## config.mk

```make
export PLATFORM = sky130hd
export DESIGN_NAME = addsub_accumulator_flat
export DESIGN_NICKNAME = d
export VERILOG_FILES = /design/src/rtl/addsub_acc_pkg.sv /design/src/rtl/addsub_accumulator_if.sv /design/src/rtl/addsub_core.sv /design/src/rtl/addsub_accumulator.sv /design/src/flat_wrapper.sv
export SDC_FILE = /design/constraint.sdc
export NUM_CORES = 1
export LEC_CHECK = 0
export ABC_AREA = 1
export CAP_MARGIN = 30
export CORE_MARGIN = 2
export CORE_UTILIZATION = 30
export CTS_CLUSTER_DIAMETER = 30
export DETAILED_ROUTE_END_ITERATION = 12
export PLACE_DENSITY = 0.5
export SYNTH_ARGS = -nofsm -noshare
export SYNTH_HDL_FRONTEND = slang
export SYNTH_SLANG_ARGS = --single-unit
```

## constraint.sdc

```tcl
create_clock -name clk -period 6.4 [get_ports clk]
set_input_delay 1.28 -clock clk [delete_from_list [all_inputs] [get_ports clk]]
set_output_delay 1.28 -clock clk [all_outputs]
set_load 0.05 [all_outputs]
```

## src/rtl/addsub_acc_pkg.sv

```systemverilog
// Shared types and defaults for the add/subtract accumulator slice.
package addsub_acc_pkg;

  localparam int ACC_WIDTH_DEFAULT = 4;

  typedef enum logic [1:0] {
    OP_CLR  = 2'b00,
    OP_LOAD = 2'b01,
    OP_ADD  = 2'b10,
    OP_SUB  = 2'b11
  } op_e;

  typedef enum logic [1:0] {
    S_IDLE = 2'b00,
    S_CALC = 2'b01,
    S_RESP = 2'b10
  } state_e;

endpackage

```

## src/rtl/addsub_accumulator_if.sv

```systemverilog
// Command/result handshake bundle for addsub_accumulator.
interface addsub_accumulator_if
  import addsub_acc_pkg::*;
#(
  parameter int WIDTH = ACC_WIDTH_DEFAULT
);
  logic             in_valid;
  logic             in_ready;
  logic [1:0]       in_op;
  logic [WIDTH-1:0] in_b;
  logic             out_valid;
  logic             out_ready;
  logic [WIDTH-1:0] acc;
  logic             flag_c;
  logic             flag_v;
  logic             flag_z;
  logic             flag_n;

  modport master (
    output in_valid, in_op, in_b, out_ready,
    input  in_ready, out_valid, acc, flag_c, flag_v, flag_z, flag_n
  );

  modport slave (
    input  in_valid, in_op, in_b, out_ready,
    output in_ready, out_valid, acc, flag_c, flag_v, flag_z, flag_n
  );
endinterface

```

## src/rtl/addsub_core.sv

```systemverilog
// Combinational WIDTH-bit ripple adder/subtractor; sub inverts B and sets carry-in.
module addsub_core #(
  parameter int WIDTH = 4
) (
  input  logic [WIDTH-1:0] a,
  input  logic [WIDTH-1:0] b,
  input  logic             sub,
  output logic [WIDTH-1:0] sum,
  output logic             cout,
  output logic             c_msb
);

  always_comb begin : ripple
    logic carry;
    sum   = '0;
    c_msb = 1'b0;
    carry = sub;
    for (int unsigned i = 0; i < WIDTH; i++) begin
      if (i == WIDTH - 1) c_msb = carry;
      sum[i] = a[i] ^ (b[i] ^ sub) ^ carry;
      carry  = (a[i] & (b[i] ^ sub)) | (carry & (a[i] ^ (b[i] ^ sub)));
    end
    cout = carry;
  end

endmodule

```

## src/rtl/addsub_accumulator.sv

```systemverilog
// Accumulator stage around addsub_core: IDLE -> CALC -> RESP handshake FSM.
// Define ADDSUB_ACC_SAT_EN to saturate ADD/SUB results on signed overflow.
module addsub_accumulator
  import addsub_acc_pkg::*;
#(
  parameter int WIDTH = ACC_WIDTH_DEFAULT
) (
  input  logic               clk,
  input  logic               rst_n,
  addsub_accumulator_if.slave bus
);

  state_e           state_q, state_d;
  op_e              op_q;
  logic [WIDTH-1:0] b_q;
  logic [WIDTH-1:0] acc_q;
  logic             c_q, v_q, z_q, n_q;

  logic [WIDTH-1:0] core_sum;
  logic             core_cout, core_cmsb, core_sub;

  logic [WIDTH-1:0] res_acc;
  logic             res_c, res_v;

  assign core_sub = (op_q == OP_SUB);

  addsub_core #(.WIDTH(WIDTH)) u_core (
    .a     (acc_q),
    .b     (b_q),
    .sub   (core_sub),
    .sum   (core_sum),
    .cout  (core_cout),
    .c_msb (core_cmsb)
  );

  always_comb begin
    res_acc = acc_q;
    res_c   = 1'b0;
    res_v   = 1'b0;
    unique case (op_q)
      OP_CLR:  res_acc = '0;
      OP_LOAD: res_acc = b_q;
      OP_ADD, OP_SUB: begin
        res_acc = core_sum;
        res_c   = core_cout;
        res_v   = core_cmsb ^ core_cout;
`ifdef ADDSUB_ACC_SAT_EN
        // Wrapped MSB set means the true result was positive, and vice versa.
        if (res_v) res_acc = core_sum[WIDTH-1] ? {1'b0, {(WIDTH-1){1'b1}}}
                                               : {1'b1, {(WIDTH-1){1'b0}}};
`endif
      end
      default: res_acc = acc_q;
    endcase
  end

  always_comb begin
    state_d = state_q;
    unique case (state_q)
      S_IDLE:  if (bus.in_valid) state_d = S_CALC;
      S_CALC:  state_d = S_RESP;
      S_RESP:  if (bus.out_ready) state_d = S_IDLE;
      default: state_d = S_IDLE;
    endcase
  end

  always_ff @(posedge clk or negedge rst_n) begin
    if (!rst_n) begin
      state_q <= S_IDLE;
      op_q    <= OP_CLR;
      b_q     <= '0;
      acc_q   <= '0;
      c_q     <= 1'b0;
      v_q     <= 1'b0;
      z_q     <= 1'b1;
      n_q     <= 1'b0;
    end else begin
      state_q <= state_d;
      if (state_q == S_IDLE && bus.in_valid) begin
        op_q <= op_e'(bus.in_op);
        b_q  <= bus.in_b;
      end
      if (state_q == S_CALC) begin
        acc_q <= res_acc;
        c_q   <= res_c;
        v_q   <= res_v;
        z_q   <= (res_acc == '0);
        n_q   <= res_acc[WIDTH-1];
      end
    end
  end

  assign bus.in_ready  = (state_q == S_IDLE);
  assign bus.out_valid = (state_q == S_RESP);
  assign bus.acc       = acc_q;
  assign bus.flag_c    = c_q;
  assign bus.flag_v    = v_q;
  assign bus.flag_z    = z_q;
  assign bus.flag_n    = n_q;

endmodule

```

## src/flat_wrapper.sv

```systemverilog
// flat-port wrapper written by rule: the top's interface ports become plain ports
module addsub_accumulator_flat import addsub_acc_pkg::*;
#(
  parameter int WIDTH = ACC_WIDTH_DEFAULT
)
  (clk, rst_n, bus_in_valid, bus_in_op, bus_in_b, bus_out_ready, bus_in_ready, bus_out_valid, bus_acc, bus_flag_c, bus_flag_v, bus_flag_z, bus_flag_n);
  addsub_accumulator_if #(.WIDTH(WIDTH)) bus_i ();
  input  logic clk;
  input  logic rst_n;
  input wire logic [$bits(bus_i.in_valid)-1:0] bus_in_valid;
  input wire logic [$bits(bus_i.in_op)-1:0] bus_in_op;
  input wire logic [$bits(bus_i.in_b)-1:0] bus_in_b;
  input wire logic [$bits(bus_i.out_ready)-1:0] bus_out_ready;
  output wire logic [$bits(bus_i.in_ready)-1:0] bus_in_ready;
  output wire logic [$bits(bus_i.out_valid)-1:0] bus_out_valid;
  output wire logic [$bits(bus_i.acc)-1:0] bus_acc;
  output wire logic [$bits(bus_i.flag_c)-1:0] bus_flag_c;
  output wire logic [$bits(bus_i.flag_v)-1:0] bus_flag_v;
  output wire logic [$bits(bus_i.flag_z)-1:0] bus_flag_z;
  output wire logic [$bits(bus_i.flag_n)-1:0] bus_flag_n;
  assign bus_i.in_valid = bus_in_valid;
  assign bus_i.in_op = bus_in_op;
  assign bus_i.in_b = bus_in_b;
  assign bus_i.out_ready = bus_out_ready;
  assign bus_in_ready = bus_i.in_ready;
  assign bus_out_valid = bus_i.out_valid;
  assign bus_acc = bus_i.acc;
  assign bus_flag_c = bus_i.flag_c;
  assign bus_flag_v = bus_i.flag_v;
  assign bus_flag_z = bus_i.flag_z;
  assign bus_flag_n = bus_i.flag_n;
  addsub_accumulator #(.WIDTH(WIDTH)) u_core (.clk(clk), .rst_n(rst_n), .bus(bus_i));
endmodule
```

==> out/qor.csv, run 1 <==
stage,metric,value,unit
detailed_routing,drt_iter0_drc,3,
global_routing,grt_first_pass_wirelength,2.442,mm
cells_and_area,drive_gt1_share,11.82,%
critical_path,r2r_cells,10,
yosys,synth_common_cells,"27 x nand2_1, 14 x dfrtp_1, 8 x o21ai_1",
yosys,synth_simple_gate_area_share,23.13,%
critical_path,crit_cells,2,
yosys,synth_ff_type,dfrtp_1,
yosys,synth_area,768.2,um^2
global_routing,grt_util_all_layers,12.11,%
global_routing,antenna_found_initial,0,
place,hpwl,1.149,mm
critical_path,worstSetupStartpointType,flip-flop,
yosys,synth.top_cell.area_share,45.60,%
cts,cts_root_buffer,clkbuf_4,
sta,period_share,46.32,%
critical_path,r2r_start,u_core.op_q[0]$_DFFE_PN0P_,
power_and_ir_drop,powerDensity,600.6,nW/um^2
cells_and_area,num_antenna_cells,0,
power_and_ir_drop,total_power,0.6095,mW
critical_path,crit_required,5.12,ns
global_routing,overflow,0,
critical_path,crit_buf_inv,1,
detailed_routing,vias,620,
cts,cts_buffer_depth,2,
cts,clock-sinks,15,
critical_path,crit_fanout,3,
critical_path,worstSetupStartpoint,u_core.state_q[1]$_DFFE_PN0P_,
cts,cts_inserted_buffers,3,
yosys,synth-compound-area-share,8.306,%
cts,cts_tree,yes,
die,ios,20,
sta,worst_pin_slew,0.6757,ns
critical_path,critPathMaxStageDelay,0.82,ns
min_path,hold-path-cell-count,2,
sta,setup_viol,0,
yosys,synthCells,88,
critical_path,crit_family,buffers and inverters,
cts,htreeDepth,1,
critical_path,cp_data_arrival_time,1.68,ns
cts,cts_setup_buffers,0,
yosys,seq_area_frac_synth,49.02,%
place,post-place-ws,3.747,ns
critical_path,critical_path.endpoint_type,output port,
detailed_routing,via_per_inst,4.429,
sta,maxSlewViolCount,0,
power_and_ir_drop,ir_worst_vdd,0.2799,mV
detailed_routing,antenna_left,0,
min_path,hp-start,u_core.bus.flag_z$_DFFE_PN1N_,
global_routing,grt_pass1_vias,567,
sta,fmax,337.3,MHz
sta,grt_setup_unrepaired,false,
run,cap_viol_max_count,0,
yosys,synthTopCellsByArea,"dfrtp_1 46%, nand2_1 13%, fa_1 7.8%, o21ai_1 5.2%, dfstp_2 3.4%",
die,rows,18,
yosys,synth.distinct_cells,20,
sta,hold_viol,0,
yosys,synth_edf_count,0,
critical_path,path_cells,nor2_2 > clkdlybuf4s50_1,
power_and_ir_drop,p_leak,0.4601,nW
yosys,synth_xor_area_share,4.560,%
cells_and_area,multi_input_area,336.6,um^2
detailed_routing,wl_per_cell,10.30,um
sta,finClkSkew,0.001509,ns
cts,clkTransAtPathRegs,0.09,ns
cells_and_area,fin_util,41.34,%
yosys,synthArstFlopShare,100.0,%
cts,clk_latency,0.28,ns
yosys,yosysMostFrequentCell,nand2_1,
sta,slew_headroom,54.81,%
critical_path,slowest_stage,clkdlybuf4s50_1,
cells_and_area,fillers,271,
yosys,synthAdderAreaFrac,7.818,%
yosys,synth_seq_cells,15,
min_path,hold_class,reg -> reg,
sta,finalCriticalPeriod,2.964,ns
cells_and_area,seq_area,376.6,um^2
die,start_util,31.29,%
die,core-area,2455,um^2
yosys,yosys_warnings,0,
cts,ctsHoldBuffers,0,
cts,ctsResizeCount,0,
die,die_area,2982,um^2
global_routing,grt_max_degree,16,
place,gp_congestion,0.7757,
die,die_y,54.61,um
yosys,syn-num-nets,101,
yosys,yosys.area.top_type,dfrtp_1,
cells_and_area,area_growth,32.08,%
place,numPortBuffers,19,
outcome,status,"finished, final reports clean",
yosys,synth.area.mux_share,0,%
detailed_routing,drt_wl_total,1.442,mm
die,die_x,54.61,um
cells_and_area,nNetsFinal,124,
yosys,synth_top_family_by_area,simple AND/OR/NAND/NOR gates,
sta,tns,0,ns
critical_path,path_class,reg -> out,
yosys,synth.avg_cell_area,8.730,um^2
detailed_routing,drc,0,
detailed_routing,first_pass_iters,2,
sta,setup_ws,3.436,ns
==> cell type report <==
| type | instances | area share (%) |
|---|---|---|
| Sequential cell | 15 | 37.11 |
| Multi-Input combinational cell | 60 | 33.17 |
| Tap cell | 30 | 3.699 |
| Clock buffer | 4 | 2.589 |
| Inverter | 12 | 4.686 |
| Timing Repair Buffer | 19 | 18.74 |
==> worst register-to-register path, cell delays in order, from the launching register on <==
cell	delay [ns]
dfrtp_1	0.45
nand2_1	0.20
xor2_1	0.21
fa_1	0.19
inv_1	0.05
fa_1	0.41
fa_1	0.45
o21ai_1	0.22
inv_2	0.04
nand3_1	0.08
nand2_1	0.05
==> path summary, 6_finish.rpt <==
kind / endpoint / slack [ns]
max in group asynchronous: u_core.bus.flag_v$_DFFE_PN0N_ / 4.57
max reg2reg: u_core.bus.flag_z$_DFFE_PN1N_ / 3.99
min reg2reg: u_core.bus.flag_z$_DFFE_PN1N_ / 0.47
min: u_core.bus.flag_z$_DFFE_PN1N_ / 0.47
min in group asynchronous: u_core.b_q[0]$_DFFE_PN0P_ / 1.40
max: bus_in_ready / 3.44
==> power by group <==
| group | switching, mW | internal (mW) |
|---|---|---|
| registers | 0.0418 | 0.140 |
| clock network | 0.0308 | 0.0242 |
| logic | 0.236 | 0.137 |
| total | 0.308 | 0.301 |
==> state kept, by name, summed over array words and instances, names as in the netlist <==
name and cells:
u_core.bus.flag_v 1, u_core.bus.flag_z 1, u_core.bus.acc 4, u_core.bus.flag_c 1, u_core.b_q 4, u_core.op_q 2, u_core.state_q 2
==> cells by family (layout without fill, tap and decap cells) <==
| kind of cell | after synthesis | count (layout) |
|---|---|---|
| XOR/XNOR | 4 | 4 |
| flip-flops | 15 | 15 |
| AO/OA/AOI/OAI | 12 | 12 |
| AND/OR/NAND/NOR | 41 | 41 |
| adder cells (fa/ha/maj) | 3 | 3 |
| buffers and inverters | 13 | 35 |
==> layer usage <==
layer	GRT usage (%)	wire (um)	part of all wire, %
met5	0	0	0
met3	3.279	66	4.6
met4	7.500	31	2.1
met2	17.46	667	46
met1	15.92	676	47
==> layout by cell type, fill, tap and decap left out, drive strengths merged <==
cell type,Yosys,routed
nand2,28,28
clkdlybuf4s50,0,19
dfrtp,14,14
inv,12,12
o21ai,10,10
nor2,8,8
nand3,5,5
clkbuf,0,4
xor2,3,3
fa,3,3
xnor2,1,1
o21a,1,1
a31oi,1,1
dfstp,1,1
==> stage by stage <==
step                hold WS, ns  cell area, um^2  std cells
floorplan                0.4904            768.2         88
global route             0.5053             1015        140
CTS                      0.4723             1015        140
detailed placement       0.4585            988.4        136
global placement         0.4600            988.4        136
finish                   0.4676             1015        140
Power figures use the tool's default switching activity.
==> inputs of run 2 (changes only) <==
--- a/config.mk
+++ b/config.mk
@@ -11,7 +11,7 @@
 export CORE_UTILIZATION = 30
 export CTS_CLUSTER_DIAMETER = 30
 export DETAILED_ROUTE_END_ITERATION = 12
-export PLACE_DENSITY = 0.5
+export PLACE_DENSITY = 0.52
 export SYNTH_ARGS = -nofsm -noshare
 export SYNTH_HDL_FRONTEND = slang
 export SYNTH_SLANG_ARGS = --single-unit
==> constraint.sdc (replaced) <==
create_clock -name clk -period 2.55 [get_ports clk]
set_input_delay 0.51 -clock clk [delete_from_list [all_inputs] [get_ports clk]]
set_output_delay 0.51 -clock clk [all_outputs]
set_load 0.05 [all_outputs]
==> out/qor.csv, run 2 (synthesized netlist as in run 1, its figures left out) <==
stage,metric,value,unit,change
critical_path,critical_path.endpoint_type,flip-flop,,was output port
global_routing,grt_util_all_layers,13.41,%,was 12.11%
min_path,hold-path-cell-count,2,,unchanged
sta,maxSlewViolCount,0,,unchanged
power_and_ir_drop,clockPowerShare,8.9,%,was 9.0%
detailed_routing,first_pass_iters,3,,was 2
die,die_area,2982,um^2,unchanged
min_path,hold_class,reg -> reg,,unchanged
critical_path,cpMostUsedCell,fa_1,,
detailed_routing,via_per_inst,4.426,,was 4.429
cells_and_area,drive_gt1_share,15.32,%,was 11.82%
die,rows,18,,unchanged
power_and_ir_drop,ir_worst_vdd,0.7970,mV,was 0.2799 mV
cells_and_area,area_growth,34.04,%,was 32.08%
critical_path,worstSetupStartpointType,flip-flop,,unchanged
critical_path,critPathMaxStageDelay,0.46,ns,was 0.82 ns
cells_and_area,fin_cells,141,,was 140
cts,clkTransAtPathRegs,0.09,ns,about the same
global_routing,grt_pass1_vias,608,,was 567
place,post-place-ws,0.1538,ns,was 3.747 ns
cts,htreeDepth,1,,unchanged
die,die_x,54.61,um,unchanged
die,core-area,2455,um^2,unchanged
detailed_routing,drc,0,,unchanged
critical_path,path_cells,nand2_2 > xor2_1 > fa_1 > inv_1 > fa_1 > fa_1 > o21ai_2 > nand2_1 > o21ai_0,,was nor2_2 > clkdlybuf4s50_1
cts,clock-sinks,15,,unchanged
place,numPortBuffers,19,,unchanged
sta,tns,0,ns,unchanged
power_and_ir_drop,p_sw_share,50.89,%,was 50.60%
cells_and_area,num_antenna_cells,0,,unchanged
detailed_routing,wl_per_cell,11.48,um,was 10.30 um
power_and_ir_drop,p_int,0.7787,mW,was 0.3011 mW
sta,setup_ws,0.2286,ns,was 3.436 ns
global_routing,overflow,0,,unchanged
detailed_routing,vias,624,,was 620
power_and_ir_drop,p_sw,0.8069,mW,was 0.3084 mW
critical_path,crit_family,adder cells,,was buffers and inverters
critical_path,crit_buf_inv,1,,unchanged
detailed_routing,antenna_left,0,,unchanged
run,cap_viol_max_count,0,,unchanged
global_routing,grt_first_pass_wirelength,2.780,mm,was 2.442 mm
critical_path,crit_fanout,6,,was 3
cells_and_area,final_cell_mix,"26 x nand2_1, 19 x clkdlybuf4s50_1, 13 x dfrtp_1",,"was 27 x nand2_1, 19 x clkdlybuf4s50_1, 14 x dfrtp_1"
place,gp_congestion,0.8518,,was 0.7757
cts,cts_setup_buffers,0,,unchanged
critical_path,crit_required,2.76,ns,was 5.12 ns
cts,cts_buffer_depth,2,,unchanged
die,ios,20,,unchanged
place,dpl.cell_count,137,,was 136
place,post_dp_cell_area,996.0,um^2,was 988.4 um^2
cts,clk_latency,0.29,ns,was 0.28 ns
global_routing,antenna_found_initial,0,,unchanged
detailed_routing,drt_wl_total,1.618,mm,was 1.442 mm
cells_and_area,fin_util,41.95,%,was 41.34%
cells_and_area,final_common_cell,nand2_1,,unchanged
sta,finalCriticalPeriod,2.321,ns,
sta,setup_viol,0,,unchanged
critical_path,path_class,reg -> reg,,was reg -> out
global_routing,grt_max_degree,16,,unchanged
outcome,status,"finished, final reports clean",,unchanged
cts,cts_tree,yes,,unchanged
sta,finClkSkew,0.003827,ns,was 0.001509 ns
detailed_routing,drt_iter0_drc,7,,was 3
sta,fmax,430.8,MHz,
die,start_util,31.29,%,unchanged
power_and_ir_drop,p_leak,0.4660,nW,was 0.4601 nW
sta,grt_setup_unrepaired,false,,unchanged
cells_and_area,fillers,264,,was 271
critical_path,cp_data_arrival_time,2.53,ns,was 1.68 ns
cells_and_area,final_area,1030,um^2,was 1015 um^2
critical_path,slowest_stage,dfrtp_2,,was clkdlybuf4s50_1
power_and_ir_drop,pwr-share-seq,28.7,%,was 29.8%
place,hpwl,1.230,mm,was 1.149 mm
sta,period_share,91.04,%,
critical_path,r2r_cells,9,,was 10
sta,slew_headroom,53.94,%,was 54.81%
sta,hold_viol,0,,unchanged
cts,cts_inserted_buffers,3,,unchanged
cts,cts_root_buffer,clkbuf_4,,unchanged
die,die_y,54.61,um,unchanged
cells_and_area,nNetsFinal,125,,was 124
critical_path,crit_cells,9,,was 2
power_and_ir_drop,pwr-share-comb,62.3,%,was 61.2%
sta,worst_pin_slew,0.6888,ns,was 0.6757 ns
power_and_ir_drop,powerDensity,1540,nW/um^2,was 600.6 nW/um^2
## run 2: area by class of cell
| cell class | count | area [um^2] | area share, % |
|---|---|---|---|
| Clock buffer | 4 | 26.28 | 2.552 |
| Inverter | 12 | 47.55 | 4.617 |
| Tap cell | 30 | 37.54 | 3.645 |
| Sequential cell | 15 | 377.9 | 36.69 |
| Multi-Input combinational cell | 60 | 342.8 | 33.29 |
| Timing Repair Buffer | 20 | 197.7 | 19.20 |
## run 2: power groups by stage
stage | Combinational (mW) | Clock [mW] | Sequential [mW]
2_1_floorplan | 0.552 | 0 | 0.609
3_3_place_gp | 0.971 | 0 | 0.454
3_5_place_dp | 0.970 | 0 | 0.456
4_1_cts | 0.978 | 0.148 | 0.451
5_1_grt | 1.10 | 0.159 | 0.475
6_report | 0.989 | 0.142 | 0.455
## run 2: routing by layer
layer	share of wire, %	track usage, %	vias to the layer above
li1	-	-	318
met5	0	0	-
met4	1.7	6.250	0
met3	3.0	3.279	4
met1	47	19.00	290
met2	48	19.05	12
## run 2: worst paths after layout
path                                                     from                            end  slack, ns
worst max-delay path               u_core.op_q[1]$_DFFE_PN0P_  u_core.bus.acc[3]$_DFFE_PN0N_       0.23
worst min-delay path            u_core.bus.flag_z$_DFFE_PN1N_  u_core.bus.flag_z$_DFFE_PN1N_       0.47
worst max register to register     u_core.op_q[1]$_DFFE_PN0P_  u_core.bus.acc[3]$_DFFE_PN0N_       0.23
worst min register to register  u_core.bus.flag_z$_DFFE_PN1N_  u_core.bus.flag_z$_DFFE_PN1N_       0.47
max in group asynchronous                               rst_n     u_core.op_q[1]$_DFFE_PN0P_       1.44
min in group asynchronous                               rst_n  u_core.state_q[1]$_DFFE_PN0P_       0.63
## run 2: per-stage QoR
stage | total power, mW | hold slack, ns
detailed placement | 1.426 | 0.4613
floorplan | 1.161 | 0.2144
CTS | 1.577 | 0.4770
global route | 1.739 | 0.5134
global placement | 1.426 | 0.4575
finish | 1.586 | 0.4726
## run 2: worst min-delay path, delay by kind of cell (launching register included)
kind             cells  cell delay, ns
and+or+nand+nor      2            0.10
DFF                  1            0.38
## run 2: repair_timing
action	4_1_cts	5_1_grt
hold endpoints to repair	0	0
hold buffers	0	0
endpoints found under the setup margin	0	2
resized for setup	0	3
